[src/rtl/reset_seq.sv]
// Reset sequencer: stages bus and CPU reset release after the chip reset, with an optional
// software reset path built only when RESET_SEQ_SWRST_EN is defined.
module reset_seq #(
  parameter int STABLE_CYCLES  = 256,
  parameter int STAGE_GAP      = 4,
  parameter int SW_HOLD_CYCLES = 16
) (
  input  logic       clk,
  input  logic       reset,
  input  logic       sw_reset_req,
  output logic       bus_reset,
  output logic       cpu_reset,
  output logic       sys_ready,
  output logic [1:0] rst_cause
);

  localparam int MAX_AB = (STABLE_CYCLES > STAGE_GAP) ? STABLE_CYCLES : STAGE_GAP;
  localparam int MAX_P  = (MAX_AB > SW_HOLD_CYCLES) ? MAX_AB : SW_HOLD_CYCLES;
  localparam int CNT_W  = $clog2(MAX_P) + 1;

  localparam logic [CNT_W-1:0] STABLE_LAST = CNT_W'(STABLE_CYCLES - 1);
  localparam logic [CNT_W-1:0] GAP_LAST    = CNT_W'(STAGE_GAP - 1);
  localparam logic [CNT_W-1:0] SW_LAST     = CNT_W'(SW_HOLD_CYCLES - 1);

  typedef enum logic [2:0] {
    ST_HOLD,
    ST_WAIT,
    ST_BUS_REL,
    ST_RUN,
    ST_SW_HOLD
  } state_e;

  state_e           state_q, state_d;
  logic [CNT_W-1:0] cnt_q, cnt_d;
  logic [1:0]       sync_q;
  logic             syncRst;
  logic             busReset_q, busReset_d;
  logic             cpuReset_q, cpuReset_d;
  logic             sysReady_q, sysReady_d;

  // Set asynchronously by the chip reset, released two edges after it falls.
  always_ff @(posedge clk or posedge reset) begin
    if (reset) begin
      sync_q <= 2'b11;
    end else begin
      sync_q <= {sync_q[0], 1'b0};
    end
  end

  assign syncRst = sync_q[1];

  always_ff @(posedge clk or posedge reset) begin
    if (reset) begin
      state_q    <= ST_HOLD;
      cnt_q      <= '0;
      busReset_q <= 1'b1;
      cpuReset_q <= 1'b1;
      sysReady_q <= 1'b0;
    end else begin
      state_q    <= state_d;
      cnt_q      <= cnt_d;
      busReset_q <= busReset_d;
      cpuReset_q <= cpuReset_d;
      sysReady_q <= sysReady_d;
    end
  end

  // The counter is cleared on every state entry, so each phase counts from zero.
  always_comb begin
    state_d = state_q;
    cnt_d   = cnt_q;
    case (state_q)
      ST_HOLD: begin
        if (!syncRst) begin
          state_d = ST_WAIT;
          cnt_d   = '0;
        end
      end
      ST_WAIT: begin
        if (cnt_q == STABLE_LAST) begin
          state_d = ST_BUS_REL;
          cnt_d   = '0;
        end else begin
          cnt_d = cnt_q + CNT_W'(1);
        end
      end
      ST_BUS_REL: begin
        if (cnt_q == GAP_LAST) begin
          state_d = ST_RUN;
          cnt_d   = '0;
        end else begin
          cnt_d = cnt_q + CNT_W'(1);
        end
      end
      ST_RUN: begin
`ifdef RESET_SEQ_SWRST_EN
        if (sw_reset_req) begin
          state_d = ST_SW_HOLD;
          cnt_d   = '0;
        end
`endif
      end
`ifdef RESET_SEQ_SWRST_EN
      ST_SW_HOLD: begin
        if (cnt_q == SW_LAST) begin
          state_d = ST_BUS_REL;
          cnt_d   = '0;
        end else begin
          cnt_d = cnt_q + CNT_W'(1);
        end
      end
`endif
      default: begin
        state_d = ST_HOLD;
        cnt_d   = '0;
      end
    endcase
  end

  // Outputs are decoded from the next state and registered, so they change on the transition edge.
  always_comb begin
    busReset_d = 1'b1;
    cpuReset_d = 1'b1;
    sysReady_d = 1'b0;
    case (state_d)
      ST_BUS_REL: begin
        busReset_d = 1'b0;
      end
      ST_RUN: begin
        busReset_d = 1'b0;
        cpuReset_d = 1'b0;
        sysReady_d = 1'b1;
      end
      default: begin
        busReset_d = 1'b1;
      end
    endcase
  end

`ifdef RESET_SEQ_SWRST_EN
  logic [1:0] rstCause_q, rstCause_d;

  always_comb begin
    rstCause_d = rstCause_q;
    if (state_q == ST_RUN && state_d == ST_SW_HOLD) begin
      rstCause_d = 2'b10;
    end
  end

  always_ff @(posedge clk or posedge reset) begin
    if (reset) begin
      rstCause_q <= 2'b01;
    end else begin
      rstCause_q <= rstCause_d;
    end
  end

  assign rst_cause = rstCause_q;
`else
  logic unusedSwReq;
  assign unusedSwReq = sw_reset_req;
  assign rst_cause   = 2'b01;
`endif

  assign bus_reset = busReset_q;
  assign cpu_reset = cpuReset_q;
  assign sys_ready = sysReady_q;

endmodule

[config.mk]
export PLATFORM = sky130hd
export DESIGN_NAME = reset_seq
export DESIGN_NICKNAME = d
export VERILOG_FILES = /design/src/rtl/reset_seq.sv
export SDC_FILE = /design/constraint.sdc
export NUM_CORES = 1
export LEC_CHECK = 0
export BUFFER_PORTS_ARGS = -buffer_cell sky130_fd_sc_hd__buf_2
export CELL_PAD_IN_SITES_DETAIL_PLACEMENT = 0
export CELL_PAD_IN_SITES_GLOBAL_PLACEMENT = 2
export CORE_ASPECT_RATIO = 2
export CORE_MARGIN = 5
export CORE_UTILIZATION = 33
export CTS_CLUSTER_DIAMETER = 100
export DETAILED_ROUTE_END_ITERATION = 8
export PLACE_DENSITY_LB_ADDON = 0.1
export SYNTH_ARGS = -nofsm -noshare
export SYNTH_HDL_FRONTEND = slang
export SYNTH_SLANG_ARGS = --single-unit
[constraint.sdc]
create_clock -name clk -period 1.8 [get_ports clk]
set_input_delay 0.36 -clock clk [delete_from_list [all_inputs] [get_ports clk]]
set_output_delay 0.36 -clock clk [all_outputs]
set_load 0.005 [all_outputs]
* After elaboration in Yosys (flattened, before gate mapping) *
Cells that the tools add are included.

cells by class
  $add $sub $neg = 1
  eq/ne operators = 8
  muxes and demuxes = 11
  bitwise operators = 1
  reduce and logical (&&, ||, !) cells = 3

operators by type and width
  kind                                                 number
  one-hot mux 9 bit (4 select lines)                   1
  two-way mux 9 bit                                    3
  equality test 3 x 2 -> 1 bit, second input constant  4
  one-hot mux 3 bit (4 select lines)                   1
  adder 9 x 1 -> 9 bit, second input constant          1
  equality test 9 x 2 -> 1 bit, second input constant  1
  equality test 9 x 8 -> 1 bit, second input constant  1
  two-way mux 3 bit                                    3
  equality test 3 x 1 -> 1 bit, second input constant  1
  zero test 3 bit                                      1
  two-way mux 1 bit                                    3
  != test 2 bit, second input constant                 1
  AND reduction 2 bit                                  1
  OR reduction 2 bit                                   1
  inverter 1 bit                                       1

word-level totals
  flip-flop bits (word level) = 17
  input port bits = 3
  output and inout port bits = 5
  logic and storage cells = 30

* Logic depth before layout (Yosys ltp) *
Gate-level depths: netlist of the first run.

  depth in word-level cells = 6
  mapped depth = 9
  gate-level depth less buffers = 9

* Worst setup path after synthesis of the first run *
OpenSTA, ideal clock, no wires.

  path type = reg2reg
  from = reg cnt_q[0]
  to = reg cnt_q[4]
  library setup time = 0.086 ns
  arrival = 1.778 ns
  required time = 1.714 ns
  path slack = -0.064 ns
  cell stages (with the launch flop) = 10
  period minus slack after synthesis = 1.864 ns
  cells stage by stage = dfrtp_1 ha_1 nand2_1 nor2_1 nand3_1 inv_1 ha_1 nor4b_1 a211oi_2 nor3_1

between the ends
  word-level cells in the longest chain between the ends = 3
  elaborated cells between the ends (all ways) = 6
  classes of those cells = add/sub: 1; eq/ne: 2; mux: 3

RTL lines
  element                                       RTL line  source
  from (decl)                                   34        logic [CNT_W-1:0] cnt_q, cnt_d;
  from (signal assigned)                        61        cnt_q <= cnt_d;
  adder 9 x 1 -> 9 bit (tied with other cells)  84, 92
  two-way mux 9 bit (on tied branches)          88, 80
  one-hot mux 9 bit (4 select lines) *          72        case (state_q)

Mark *: on every way between the ends. The rest lies on a longest branch, timed or not.
A chain may end at the register's enable or synchronous reset.

* Worst setup path after layout of the first run *
  from = reg state_q[1]
  to = reg cnt_q[5]

between the ends
  word-level cells in the longest chain between the ends = 3
  elaborated cells between the ends (all ways) = 8
  classes of those cells = eq/ne: 4; mux: 1; bitwise: 1; reduce/logical: 2

RTL lines
  element                                                          RTL line  source
  from (decl)                                                      33        state_e state_q, state_d;
  from (signal assigned)                                           60        state_q <= state_d;
  zero test 3 bit or equality test 3 x 2 -> 1 bit (tied branches)  72
  != test 2 bit (no line) or inverter 1 bit (tied branches)        n/a
  AND reduction 2 bit (no line)                                    n/a

Parallel ways exist; a longest one is shown, timed or not.

==> impl_metrics.py, run 1 <==
metrics = {
    "finish": {
        "final_cell_area_um2": 1200,
        "drive_above_1_share": 0.407,
        "antennaDiodeCount": 0,
        "post-route-util": 0.444,
        "fin_nets": 120,
        "area_delta_synth_final_pct": 31.4,
    },
    "setup_path": {
        "critical_path_class": "reg2reg",
        "reg2reg_from": "state_q[1]$_DFF_PP0_",
        "crit_path_cell_trace": "and3b_4, or2_1, or4_1, a21oi_1",
        "r2r_slack_ns": 0.08,
        "worstPathArrival_ns": 1.90,
        "reg2reg_depth": 4,
        "r2r-end": "cnt_q[5]$_DFFE_PP0P_",
        "crit_family": "simple AND/OR/NAND/NOR gates",
        "crit_path_start": "state_q[1]$_DFF_PP0_",
        "critPathMaxStageDelay_ns": 0.54,
        "required_ns": 1.98,
        "crit_slowest_cell": "or4_1",
        "crit_buf_inv": 0,
        "start_kind": "flip-flop",
        "critPathCaptureType": "flip-flop",
        "cp_max_fo": 6,
    },
    "floorplanning": {
        "boundaryPins": 8,
        "core-area_um2": 2700,
        "die_w_um": 47.2,
        "start_util": 0.338,
        "dieHeight_um": 84.4,
        "row_count": 27,
        "dieArea_um2": 3980,
    },
    "clock_tree": {
        "clockRootBuffer": "clkbuf_8",
        "cts_buffer_depth": 2,
        "clock-sinks": 17,
        "insertion_delay_ns": 0.25,
        "tritoncts": "done",
        "clk_pin_slew_worst_paths_ns": 0.07,
        "numCtsBuffers": 3,
        "h-tree-depth": 1,
    },
    "grt": {
        "grt_max_degree": 18,
        "antenna_found_initial": 0,
        "top_usage_layer": "met2",
        "grt_usage": 0.120,
        "grt_pass1_vias": 762,
        "grt.overflow.total": 0,
        "grtUsageMet3": 0.0193,
        "met2_usage": 0.203,
        "use_met1": 0.130,
        "grt_pass1_wl_mm": 3.44,
    },
    "route": {
        "viasPerCell": 5.11,
        "drt_iter0_markers": 17,
        "via_count": 726,
        "wirelength_mm": 2.05,
        "final_antenna_net_count": 0,
        "firstDrtPassIters": 4,
        "drc_errors": 0,
        "wire_per_inst_um": 14.4,
    },
    "hold_path": {
        "hold_class": "in2async",
    },
    "sta": {
        "fin_skew_ns": 0.00261,
        "setup_violations": 0,
        "hold_viol_final": 0,
        "finalSetupTns_ns": 0,
        "tightestPinTransition_ns": 0.670,
        "max_slew_margin": 0.553,
        "hold_slack_ns": 0.192,
        "period_minus_slack_ns": 1.72,
        "max_freq_mhz": 582,
        "finalCritPeriodShare": 0.955,
        "fin_ws_ns": 0.0819,
        "report.final.slew_viol_count": 0,
    },
    "yosys": {
        "ys_ff_latch": 17,
        "synth_top_cells_by_count": "dfrtp_1 (13), a21oi_1 (8), inv_1 (8), nor2_1 (8)",
        "synthDistinctLibCells": 35,
        "ys_top_cells_by_area": "dfrtp_1 (36%), dfstp_2 (12%), a21oi_1 (4.4%)",
        "ys_seq_area_frac": 0.472,
        "synth_edf_count": 0,
        "synth-main-ff-cell": "dfrtp_1",
        "syn_avg_cell_area_um2": 9.91,
        "synth.largest_area_cell": "dfrtp_1",
        "netlist_instances": 92,
        "synth.most_common_cell": "dfrtp_1",
        "async_reset_ff_frac": 1.00,
        "synth_top_area_frac": 0.357,
        "syn_area_um2": 912,
        "ys_warn_count": 0,
    },
    "place": {
        "port_buffers": 4,
        "dp_slack_ns": -0.136,
        "postPlaceCellArea_um2": 1060,
        "dp_hpwl_mm": 1.50,
        "gp_congestion": 0.768,
    },
    "power": {
        "ir_drop_mv": 0.504,
        "p_leak_nw": 0.516,
        "cellPowerDensity_nw_per_um2": 714,
    },
    "run": {
        "max_cap_viol_count": 0,
    },
    "run_status": {
        "status": "finished, final reports clean",
    },
}
-- power breakdown --
part	internal (mW)	total [mW]	switching (mW)
clock	0.154	0.288	0.134
sequential	0.403	0.420	0.0177
combinational	0.0752	0.148	0.0724
total	0.632	0.856	0.224
-- per-layer routing --
metal	vias to the layer above	wire length, um	part of all wire
met1	359	781	0.38
met3	6	26	0.013
met2	6	1170	0.57
met4	0	71	0.035
li1	355	-	-
met5	-	0	0
-- final cells by class --
cell class / instances / area [um^2]
well taps: 29 / 36.3
clock inverters: 1 / 5.00
flip-flops and latches: 17 / 430
inverters: 8 / 30.0
multi-input cells: 62 / 497
repair buffers: 22 / 159
clock buffers: 3 / 41.3
fillers: 279 / 1500
-- metrics by stage --
stage,std cells,power [mW]
2_1_floorplan,94,0.495
4_1_cts,141,0.867
6_report,142,0.856
5_1_grt,142,0.910
3_5_place_dp,138,0.546
3_3_place_gp,138,0.544
-- how the worst max path moves through the flow --
| stage | end | depth (start not counted) |
|---|---|---|
| 3_3_place_gp | cnt_q[4]$_DFFE_PP0P_ | 10 |
| 2_1_floorplan | cnt_q[4]$_DFFE_PP0P_ | 9 |
| 3_5_place_dp | cnt_q[4]$_DFFE_PP0P_ | 10 |
| 4_1_cts | cnt_q[4]$_DFFE_PP0P_ | 9 |
| 5_1_grt | cnt_q[8]$_DFFE_PP0P_ | 9 |
| 6_report | cnt_q[5]$_DFFE_PP0P_ | 4 |
-- layout by cell type, fill, tap and decap left out, types with 3 or more instances in the layout --
master    Yosys  routed
clkbuf_8      0       3
xnor2_1       3       3
dfrtp_1      13      13
nor2_1        8       7
inv_1         8       8
a21oi_1       8       8
dfstp_2       4       4
buf_4         3      17
conb_1        2       4
nand2_1       4       3
buf_2         0       4
-- sequential cells by signal (all words and copies together) (netlist names) --
| signal | flops |
|---|---|
| cnt_q | 9 |
| state_q | 3 |
| sync_q | 2 |
| bus_reset | 1 |
| cpu_reset | 1 |
| sys_ready | 1 |
-- kinds of logic (layout without fill, tap and decap cells) --
family,after synthesis,count (layout),synth area share
mux,2,2,0.0233
compound gates,17,17,0.123
simple gates,33,33,0.204
buf+inv,15,34,0.0988
flops,17,17,0.472
xor+xnor,3,3,0.0288
fa+ha+maj,3,3,0.0412
other cells,2,4,0.00823
-- what timing repair did --
action	4_1_cts	5_1_grt
hold buffers	0	0
resized for setup	7	12
pin swaps	2	7
cloned	0	0
setup buffers	1	1
endpoints found under the hold margin	0	0
endpoints found under the setup margin	8	10
No activity file was read; power rests on OpenSTA's default activity.
==> inputs of run 2 (changes only) <==
--- a/config.mk
+++ b/config.mk
@@ -9,7 +9,7 @@
 export CELL_PAD_IN_SITES_DETAIL_PLACEMENT = 0
 export CELL_PAD_IN_SITES_GLOBAL_PLACEMENT = 2
 export CORE_ASPECT_RATIO = 2
-export CORE_MARGIN = 5
+export CORE_MARGIN = 2
 export CORE_UTILIZATION = 33
 export CTS_CLUSTER_DIAMETER = 100
 export DETAILED_ROUTE_END_ITERATION = 8
==> run 2 against run 1 <==
  * Sequential power is essentially flat
  * Via count is 1.5% lower
  * Non-clock buffer count is 2 higher
  * Clock power rose by 2%
  * Sequential share of layout area down 0.41 points
  * Power is 1.7% higher
  * Routed wire length increased by 3.2%
  * Core utilization is 0.51 points higher
  * Final cell count is 1.4% higher
  * Maximum frequency decreased by 2.4%
  * Critical path type unchanged
  * Highest routed layer unchanged
==> impl_metrics.py, run 2 (synthesis gave the netlist of run 1 again) <==
metrics = {
    "finish": {
        "final_common_cell": "buf_4",
        "final_cell_area_um2": 1210,
        "fin_nets": 122,
        "layoutNonFillerInstCount": 144,
        "largest_register": "cnt_q",
        "largest_reg_flops": 9,
        "top_regs": "cnt_q x9, state_q x3, sync_q x2",
        "regArea_um2": 430,
        "post-route-util": 0.449,
        "antennaDiodeCount": 0,
        "area_delta_synth_final_pct": 32.9,
        "multi_input_area_um2": 495,
        "drive_above_1_share": 0.426,
        "layout_common_cells": "buf_4 (19), dfrtp_1 (13), a21oi_1 (8)",
        "nFillCells": 282,
    },
    "place": {
        "port_buffers": 4,
        "postPlaceCellArea_um2": 1060,
        "gp_congestion": 0.717,
        "dp_cells": 139,
        "dp_hpwl_mm": 1.53,
        "dp_slack_ns": -0.127,
    },
    "grt": {
        "grt_pass1_vias": 738,
        "grt_max_degree": 18,
        "antenna_found_initial": 0,
        "grt.overflow.total": 0,
        "grt_usage": 0.158,
        "grt_pass1_wl_mm": 3.40,
    },
    "setup_path": {
        "crit_path_cell_trace": "ha_4, nand2_2, nor2_2, nand3_2, buf_6, ha_4, mux2_4, a32oi_2, a21oi_1",
        "crit_slowest_cell": "dfrtp_1",
        "worstPathArrival_ns": 1.91,
        "critical_path_class": "reg2reg",
        "cpMostUsedCell": "ha_4",
        "critPathMaxStageDelay_ns": 0.40,
        "critPathCaptureType": "flip-flop",
        "required_ns": 1.95,
        "cp_max_fo": 2,
        "start_kind": "flip-flop",
    },
    "route": {
        "viasPerCell": 4.97,
        "via_count": 715,
        "wire_per_inst_um": 14.7,
        "firstDrtPassIters": 3,
        "drt_iter0_markers": 8,
        "final_antenna_net_count": 0,
        "drc_errors": 0,
        "wirelength_mm": 2.12,
    },
    "sta": {
        "max_freq_mhz": 568,
        "finalCritPeriodShare": 0.978,
        "setup_violations": 0,
        "fin_skew_ns": 0.00281,
        "hold_slack_ns": 0.200,
        "report.final.slew_viol_count": 0,
        "period_minus_slack_ns": 1.76,
        "fin_ws_ns": 0.0405,
        "max_slew_margin": 0.532,
        "rsz0062_at_grt": "yes",
        "finalSetupTns_ns": 0,
        "hold_viol_final": 0,
        "tightestPinTransition_ns": 0.701,
    },
    "floorplanning": {
        "dieHeight_um": 78.4,
        "dieArea_um2": 3230,
        "row_count": 27,
        "core-area_um2": 2700,
        "start_util": 0.338,
        "die_w_um": 41.2,
        "boundaryPins": 8,
    },
    "power": {
        "cellPowerDensity_nw_per_um2": 718,
        "ir_drop_mv": 0.394,
        "power_mw": 0.870,
        "p_leak_nw": 0.510,
    },
    "clock_tree": {
        "postCtsHoldBufs": 0,
        "insertion_delay_ns": 0.26,
        "clk_pin_slew_worst_paths_ns": 0.07,
        "numCtsBuffers": 3,
        "clockRootBuffer": "clkbuf_8",
        "h-tree-depth": 1,
        "tritoncts": "done",
        "cts_buffer_depth": 2,
        "clock-sinks": 17,
    },
    "run": {
        "max_cap_viol_count": 0,
    },
    "run_status": {
        "status": "finished, final reports clean",
    },
    "hold_path": {
        "hold_class": "in2async",
    },
}
[run 2: cell types whose count changed in the layout (fill, tap and decap cells not counted), sizes merged]
cell | before | now
buf | 22 | 24
[run 2: path summary, 6_finish.rpt]
check / slack [ns] / depth (start not counted) / start / to
max: 0.04 / 9 / cnt_q[0]$_DFFE_PP0P_ / cnt_q[8]$_DFFE_PP0P_
min: 0.20 / 2 / reset / sys_ready$_DFF_PP0_
max reg2reg: 0.04 / 9 / cnt_q[0]$_DFFE_PP0P_ / cnt_q[8]$_DFFE_PP0P_
min reg2reg: 0.36 / 0 / sync_q[0]$_DFF_PP1_ / sync_q[1]$_DFF_PP1_
max in group asynchronous: 1.15 / 2 / reset / cnt_q[3]$_DFFE_PP0P_
min in group clk: 0.36 / 0 / sync_q[0]$_DFF_PP1_ / sync_q[1]$_DFF_PP1_
[run 2: final cells by class]
type | count | share of cell area
Multi-Input combinational cell | 62 | 0.409
Clock inverter | 1 | 0.00413
Inverter | 8 | 0.0248
Sequential cell | 17 | 0.355
Tap cell | 29 | 0.0299
Timing Repair Buffer | 24 | 0.143
Clock buffer | 3 | 0.0341
[run 2: report_power, final]
part           switching, mW  internal, mW  leakage [nW]
Combinational         0.0749        0.0810         0.266
Sequential            0.0189         0.403         0.218
Clock                  0.139         0.154        0.0255
[run 2: routing by layer]
layer / GRT usage / up-vias / routed length (um)
met5: 0 / - / 0
met4: 0.0871 / 0 / 60
met3: 0.0169 / 5 / 21
met2: 0.261 / 5 / 1240
met1: 0.180 / 345 / 797
li1: - / 360 / -
[run 2: worst max-delay path, delay by kind of cell, from the launching register on]
family / cells / cell delay (ns)
AOI/OAI and AO/OA: 2 / 0.24
adders and majority gates: 2 / 0.31
buffers and inverters: 1 / 0.14
and+or+nand+nor: 3 / 0.29
DFF: 1 / 0.40
muxes: 1 / 0.27
[run 2: repair_timing]
item                                    4_1_cts  5_1_grt
resized for setup                             8       11
hold endpoints to repair                      0        0
setup buffers                                 0        3
pin swaps                                     4        8
endpoints found under the setup margin        8        9
